$ cat src/rtl/prog_sequencer_if.sv
// Bundle of the prog_sequencer control and status signals.
//   slave  : the sequencer side (takes req/decoder inputs, drives PC and status).
//   master : the controlling side (drives req/decoder inputs, observes PC and status).
// Signals:
//   req, prog_sel          start request and program index
//   reljump_en, offset     relative jump enable and two's-complement offset
//   absjump_en, target     absolute jump enable and target address
//   halt, stall            decoded halt instruction, PC hold request
//   prog_ctr               instruction address to instr_ROM
//   run, done              state flags
//   timeout, err           end-of-run cause, valid while done
//   cycles                 RUN cycles of the current/last run
interface prog_sequencer_if #(
    parameter int unsigned D  = 12,
    parameter int unsigned P  = 3,
    parameter int unsigned CW = 16
);
    localparam int unsigned SW = (P > 1) ? $clog2(P) : 1;

    logic          req;
    logic [SW-1:0] prog_sel;
    logic          reljump_en;
    logic          absjump_en;
    logic [D-1:0]  target;
    logic [D-1:0]  offset;
    logic          halt;
    logic          stall;
    logic [D-1:0]  prog_ctr;
    logic          run;
    logic          done;
    logic          timeout;
    logic          err;
    logic [CW-1:0] cycles;

    modport slave (
        input  req, prog_sel, reljump_en, absjump_en, target, offset, halt, stall,
        output prog_ctr, run, done, timeout, err, cycles
    );

    modport master (
        output req, prog_sel, reljump_en, absjump_en, target, offset, halt, stall,
        input  prog_ctr, run, done, timeout, err, cycles
    );
endinterface

$ cat src/rtl/prog_sequencer.sv
// Fetch/sequencing controller: owns the program counter, the req/done start
// handshake and selection of one of P programs by start-address bank.
// A run ends on halt, on the cycle watchdog, or on a PC wrap fault.
// Ports:
//   clk    rising-edge clock
//   reset  asynchronous active-low reset
//   bus    prog_sequencer_if.slave (req, prog_sel, jumps, halt, stall in;
//          prog_ctr, run, done, timeout, err, cycles out)
// All outputs come straight from state registers.
module prog_sequencer #(
    parameter int unsigned D       = 12,
    parameter int unsigned P       = 3,
    parameter int unsigned SPAN    = 256,
    parameter int unsigned CW      = 16,
    parameter int unsigned MAX_CYC = 4000
) (
    input logic             clk,
    input logic             reset,
    prog_sequencer_if.slave bus
);
    localparam int unsigned SW = (P > 1) ? $clog2(P) : 1;

    localparam logic [SW:0]   PCount  = (SW + 1)'(P);
    localparam logic [D-1:0]  SpanD   = D'(SPAN);
    localparam logic [CW-1:0] CycLast = CW'(MAX_CYC - 1);
    localparam logic [CW-1:0] CycMax  = CW'(MAX_CYC);

    typedef enum logic [1:0] {StIdle, StRun, StDone} state_e;

    state_e        state_q, state_d;
    logic [D-1:0]  pc_q, pc_d;
    logic [CW-1:0] cyc_q, cyc_d;
    logic          timeout_q, timeout_d;
    logic          err_q, err_d;

    logic          sel_ok;
    logic [D-1:0]  base_addr;
    logic [D+1:0]  rel_sum;
    logic [D:0]    inc_sum;
    logic          wrap;

    assign sel_ok    = {1'b0, bus.prog_sel} < PCount;
    assign base_addr = D'(bus.prog_sel) * SpanD;

    // Two guard bits: any nonzero guard bit means the signed sum left [0, 2^D-1].
    assign rel_sum = {2'b00, pc_q} + {{2{bus.offset[D-1]}}, bus.offset};
    assign inc_sum = {1'b0, pc_q} + {{D{1'b0}}, 1'b1};
    assign wrap    = bus.reljump_en ? (rel_sum[D+1:D] != 2'b00) : inc_sum[D];

    always_comb begin
        state_d   = state_q;
        pc_d      = pc_q;
        cyc_d     = cyc_q;
        timeout_d = timeout_q;
        err_d     = err_q;

        unique case (state_q)
            StIdle: begin
                if (bus.req) begin
                    cyc_d     = '0;
                    timeout_d = 1'b0;
                    if (sel_ok) begin
                        state_d = StRun;
                        pc_d    = base_addr;
                        err_d   = 1'b0;
                    end else begin
                        state_d = StDone;
                        pc_d    = '0;
                        err_d   = 1'b1;
                    end
                end
            end

            StRun: begin
                if (bus.halt) begin
                    state_d = StDone;
                    cyc_d   = cyc_q + CW'(1);
                end else if (cyc_q == CycLast) begin
                    state_d   = StDone;
                    timeout_d = 1'b1;
                    cyc_d     = CycMax;
                end else begin
                    cyc_d = cyc_q + CW'(1);
                    if (bus.stall) begin
                        pc_d = pc_q;
                    end else if (bus.absjump_en) begin
                        pc_d = bus.target;
                    end else if (wrap) begin
                        // PC keeps its pre-wrap value for post-mortem.
                        state_d = StDone;
                        err_d   = 1'b1;
                    end else if (bus.reljump_en) begin
                        pc_d = rel_sum[D-1:0];
                    end else begin
                        pc_d = inc_sum[D-1:0];
                    end
                end
            end

            StDone: begin
                if (!bus.req) begin
                    state_d = StIdle;
                end
            end

            default: begin
                state_d = StIdle;
            end
        endcase
    end

    always_ff @(posedge clk or negedge reset) begin
        if (!reset) begin
            state_q   <= StIdle;
            pc_q      <= '0;
            cyc_q     <= '0;
            timeout_q <= 1'b0;
            err_q     <= 1'b0;
        end else begin
            state_q   <= state_d;
            pc_q      <= pc_d;
            cyc_q     <= cyc_d;
            timeout_q <= timeout_d;
            err_q     <= err_d;
        end
    end

    assign bus.prog_ctr = pc_q;
    assign bus.run      = (state_q == StRun);
    assign bus.done     = (state_q == StDone);
    assign bus.timeout  = timeout_q;
    assign bus.err      = err_q;
    assign bus.cycles   = cyc_q;
endmodule

$ cat src/flat_wrapper.sv
// flat-port wrapper written by rule: the top's interface ports become plain ports
module prog_sequencer_flat 
#(
    parameter int unsigned D       = 12,
    parameter int unsigned P       = 3,
    parameter int unsigned SPAN    = 256,
    parameter int unsigned CW      = 16,
    parameter int unsigned MAX_CYC = 4000
)
  (clk, reset, bus_req, bus_prog_sel, bus_reljump_en, bus_absjump_en, bus_target, bus_offset, bus_halt, bus_stall, bus_prog_ctr, bus_run, bus_done, bus_timeout, bus_err, bus_cycles);
  prog_sequencer_if #(.D(D), .P(P), .CW(CW)) bus_i ();
  input logic clk;
  input logic reset;
  input wire logic [$bits(bus_i.req)-1:0] bus_req;
  input wire logic [$bits(bus_i.prog_sel)-1:0] bus_prog_sel;
  input wire logic [$bits(bus_i.reljump_en)-1:0] bus_reljump_en;
  input wire logic [$bits(bus_i.absjump_en)-1:0] bus_absjump_en;
  input wire logic [$bits(bus_i.target)-1:0] bus_target;
  input wire logic [$bits(bus_i.offset)-1:0] bus_offset;
  input wire logic [$bits(bus_i.halt)-1:0] bus_halt;
  input wire logic [$bits(bus_i.stall)-1:0] bus_stall;
  output wire logic [$bits(bus_i.prog_ctr)-1:0] bus_prog_ctr;
  output wire logic [$bits(bus_i.run)-1:0] bus_run;
  output wire logic [$bits(bus_i.done)-1:0] bus_done;
  output wire logic [$bits(bus_i.timeout)-1:0] bus_timeout;
  output wire logic [$bits(bus_i.err)-1:0] bus_err;
  output wire logic [$bits(bus_i.cycles)-1:0] bus_cycles;
  assign bus_i.req = bus_req;
  assign bus_i.prog_sel = bus_prog_sel;
  assign bus_i.reljump_en = bus_reljump_en;
  assign bus_i.absjump_en = bus_absjump_en;
  assign bus_i.target = bus_target;
  assign bus_i.offset = bus_offset;
  assign bus_i.halt = bus_halt;
  assign bus_i.stall = bus_stall;
  assign bus_prog_ctr = bus_i.prog_ctr;
  assign bus_run = bus_i.run;
  assign bus_done = bus_i.done;
  assign bus_timeout = bus_i.timeout;
  assign bus_err = bus_i.err;
  assign bus_cycles = bus_i.cycles;
  prog_sequencer #(.D(D), .P(P), .SPAN(SPAN), .CW(CW), .MAX_CYC(MAX_CYC)) u_core (.clk(clk), .reset(reset), .bus(bus_i));
endmodule
$ cat config.mk
export PLATFORM = sky130hd
export DESIGN_NAME = prog_sequencer_flat
export DESIGN_NICKNAME = d
export VERILOG_FILES = /design/src/rtl/prog_sequencer_if.sv /design/src/rtl/prog_sequencer.sv /design/src/flat_wrapper.sv
export SDC_FILE = /design/constraint.sdc
export NUM_CORES = 1
export LEC_CHECK = 0
export CAP_MARGIN = 20
export CORE_MARGIN = 2
export CORE_UTILIZATION = 45
export CTS_CLUSTER_DIAMETER = 40
export DETAILED_ROUTE_END_ITERATION = 12
export GPL_TIMING_DRIVEN = 0
export PLACE_DENSITY_LB_ADDON = 0.05
export SKIP_CTS_REPAIR_TIMING = 1
export SLEW_MARGIN = 25
export SYNTH_ARGS = -nofsm -noshare
export SYNTH_HDL_FRONTEND = slang
export SYNTH_SLANG_ARGS = --single-unit
$ cat constraint.sdc
create_clock -name clk -period 3.2 [get_ports clk]
set_input_delay 0.32 -clock clk [delete_from_list [all_inputs] [get_ports clk]]
set_output_delay 0.32 -clock clk [all_outputs]
set_load 0.02 [all_outputs]
==> run_results.csv <==
group,metric,value,unit
floorplanning,ios,65,
routing,firstDrtPassIters,4,
min_path,hold_class,"in -> async",
critical_path,crit_fanout,10,
floorplanning,dieArea,0.00659,mm2
sta,hold_viol,0,
routing,wl_per_cell,15.0,um
layout,final_area,0.00354,mm2
layout,fillCellCount,543,
layout,multi_input_area,0.00178,mm2
synthesis,syn_avg_cell_area,8.20,um2
routing,avgViaCountPerCell,5.57,
sta,timing.hold.ws,0.397,ns
clock_network,cts_buffers,5,
global_route,grt_pass1_vias,2533,
sta,slew_headroom,54.4,%
routing,num_vias,2638,
clock_network,h-tree-depth,2,
place,dp.final_hpwl,5.43,mm
global_route,grt_max_degree,27,
floorplanning,core_area,0.00585,mm2
layout,fin_nets,447,
sta,finalCriticalPeriod,3.06,ns
routing,routed_wl,7.09,mm
clock_network,cts_sinks,32,
synthesis,yosys_most_used_dff,"dfrtp_1",
place,gp_congestion,0.845,
global_route,grt_pass1_wl,11.8,mm
synthesis,synth_top_family_by_area,"compound AO/OA/AOI/OAI gates",
sta,setup_ws,0.136,ns
floorplanning,die_w,81.2,um
sta,fmax,326,MHz
synthesis,netlist_area,0.00268,mm2
synthesis,yosys_warnings,0,
clock_network,clk_latency,0.28,ns
synthesis,synthSimpleGateAreaFrac,21.2,%
place,dpl-instance-area,0.00341,mm2
synthesis,ys_types,48,
sta,setup_viol,0,
global_route,grt.total_usage,22.9,%
pwr,p_leak,0.00151,uW
layout,diodes,0,
synthesis,async_reset_ff_share,100,%
routing,ant_nets,0,
synthesis,synth-xor-area-share,8.17,%
pwr,peakVddDrop,360,uV
floorplanning,start_util,45.8,%
place,io_buffer_count,62,
synthesis,muxShareOfSynthArea,6.07,%
layout,area_growth,31.9,%
sta,period_share,95.8,%
layout,post-route-util,60.5,%
critical_path,required,3.37,ns
critical_path,cp.arrival,3.24,ns
floorplanning,rows,28,
synthesis,synth_compound_area_share,22.8,%
job,max-cap-violations,0,
clock_network,cts_root_buffer,"clkbuf_8",
place,pre_cts_ws,-0.203,ns
global_route,antenna_found_initial,0,
critical_path,critical_path_class,"reg -> reg",
synthesis,ys_seq_area_share,29.9,%
synthesis,synth_area_leaders,"dfrtp_1 (30%), ha_1 (7.0%), nor2_1 (6.2%)",
layout,register_area,802,um2
sta,tightest_slew,0.680,ns
routing,drtIter0Drc,113,
clock_network,tritoncts,"yes",
pwr,power_per_cell_area,635,mW/mm2
layout,layout-drive-gt1-share,7.52,%
routing,drc,0,
sta,slew_violations,0,
sta,tns,0,ns
synthesis,synth_cells,327,
synthesis,synth_fa_ha_area_share,7.75,%
synthesis,yosys.area.top_type_share,29.9,%
clock_network,clockBufferDepth,2,
status,outcome,"finished clean",
synthesis,ys_ff_latch,32,
global_route,grt_overflow,0,
layout,mostFrequentLayoutCells,"clkdlybuf4s50_1 (61), nor2_1 (44), nand2_1 (39)",
critical_path,worstSetupEndpointType,"register",
synthesis,synth_nets,376,
critical_path,critPathLaunchType,"register",
clock_network,path_clk_slew,0.07,ns
synthesis,yosysTopAreaCell,"dfrtp_1",
floorplanning,dieHeight,81.2,um
layout,final_common_cell,"clkdlybuf4s50_1",
sta,skew,0.00507,ns
synthesis,synth_edf_count,0,
## area by class of cell
type	count	share of cell area (%)
Clock buffer	6	2.05
Tap cell	75	2.65
Multi-Input combinational cell	272	50.2
Inverter	11	1.17
Buffer	12	1.98
Sequential cell	32	22.7
Timing Repair Buffer	64	18.3
Clock inverter	2	0.990
## flip-flops by register name, summed over array words and instances (netlist names)
name	cells
u_core.bus.cycles	16
u_core.bus.err	1
u_core.bus.prog_ctr	12
u_core.bus.timeout	1
u_core.state_q	2
## synth_stat cells, types with 5 or more instances
| cell | instances |
|---|---|
| a211oi_1 | 5 |
| xor2_1 | 11 |
| nand2_1 | 39 |
| a31oi_1 | 6 |
| dfrtp_1 | 32 |
| nor2_1 | 44 |
| a21o_1 | 5 |
| mux2i_1 | 5 |
| ha_1 | 15 |
| mux2_4 | 6 |
| o21ai_0 | 23 |
| xnor2_1 | 14 |
| a21oi_1 | 27 |
| clkbuf_1 | 9 |
| nor3_1 | 10 |
| nand3_1 | 11 |
| inv_1 | 11 |
## worst max-delay path: stages, from the launching register on
cell	delay, ns
dfrtp_2	0.46
ha_1	0.27
fa_2	0.38
a211o_1	0.26
o211ai_1	0.14
o211ai_2	0.17
o31ai_2	0.19
a311oi_1	0.15
o21ai_2	0.27
a31oi_4	0.16
buf_12	0.19
mux2_4	0.29
## path summary, 6_finish.rpt
kind / start / end / slack (ns) / cells past startpoint
max: u_core.bus.prog_ctr[0] / u_core.bus.prog_ctr[10] / 0.14 / 11
min: reset / u_core.bus.prog_ctr[2] / 0.40 / 2
max reg2reg: u_core.bus.prog_ctr[0] / u_core.bus.prog_ctr[10] / 0.14 / 11
min reg2reg: u_core.state_q[1] / u_core.state_q[0] / 0.52 / 1
max in group asynchronous: reset / u_core.bus.prog_ctr[0] / 2.41 / 3
min in group clk: u_core.state_q[1] / u_core.state_q[0] / 0.52 / 1
## logic make-up after synthesis
family | after synthesis
xor+xnor | 25
mux | 13
buf+inv | 23
fa+ha+maj | 16
simple gates | 127
compound gates | 91
flops | 32
## power by group
group | internal, uW | switching [uW] | total, uW
sequential | 487 | 134 | 621
combinational | 573 | 667 | 1240
clock | 231 | 154 | 385
total | 1290 | 956 | 2250
## through the flow
step,power [uW],cells
after floorplan,1440,327
after global placement,1830,464
after detailed placement,1850,465
after CTS,2240,473
after global routing,2410,474
final,2250,474
## metal layers
metal	up-vias	share of wire (%)	track usage, %
li1	1324	-	-
met1	1226	50	33.9
met2	86	44	34.6
met3	2	5.9	4.11
met4	0	0.27	4.92
met5	-	0	0
Note: power is estimated with default switching activity, not from simulation.
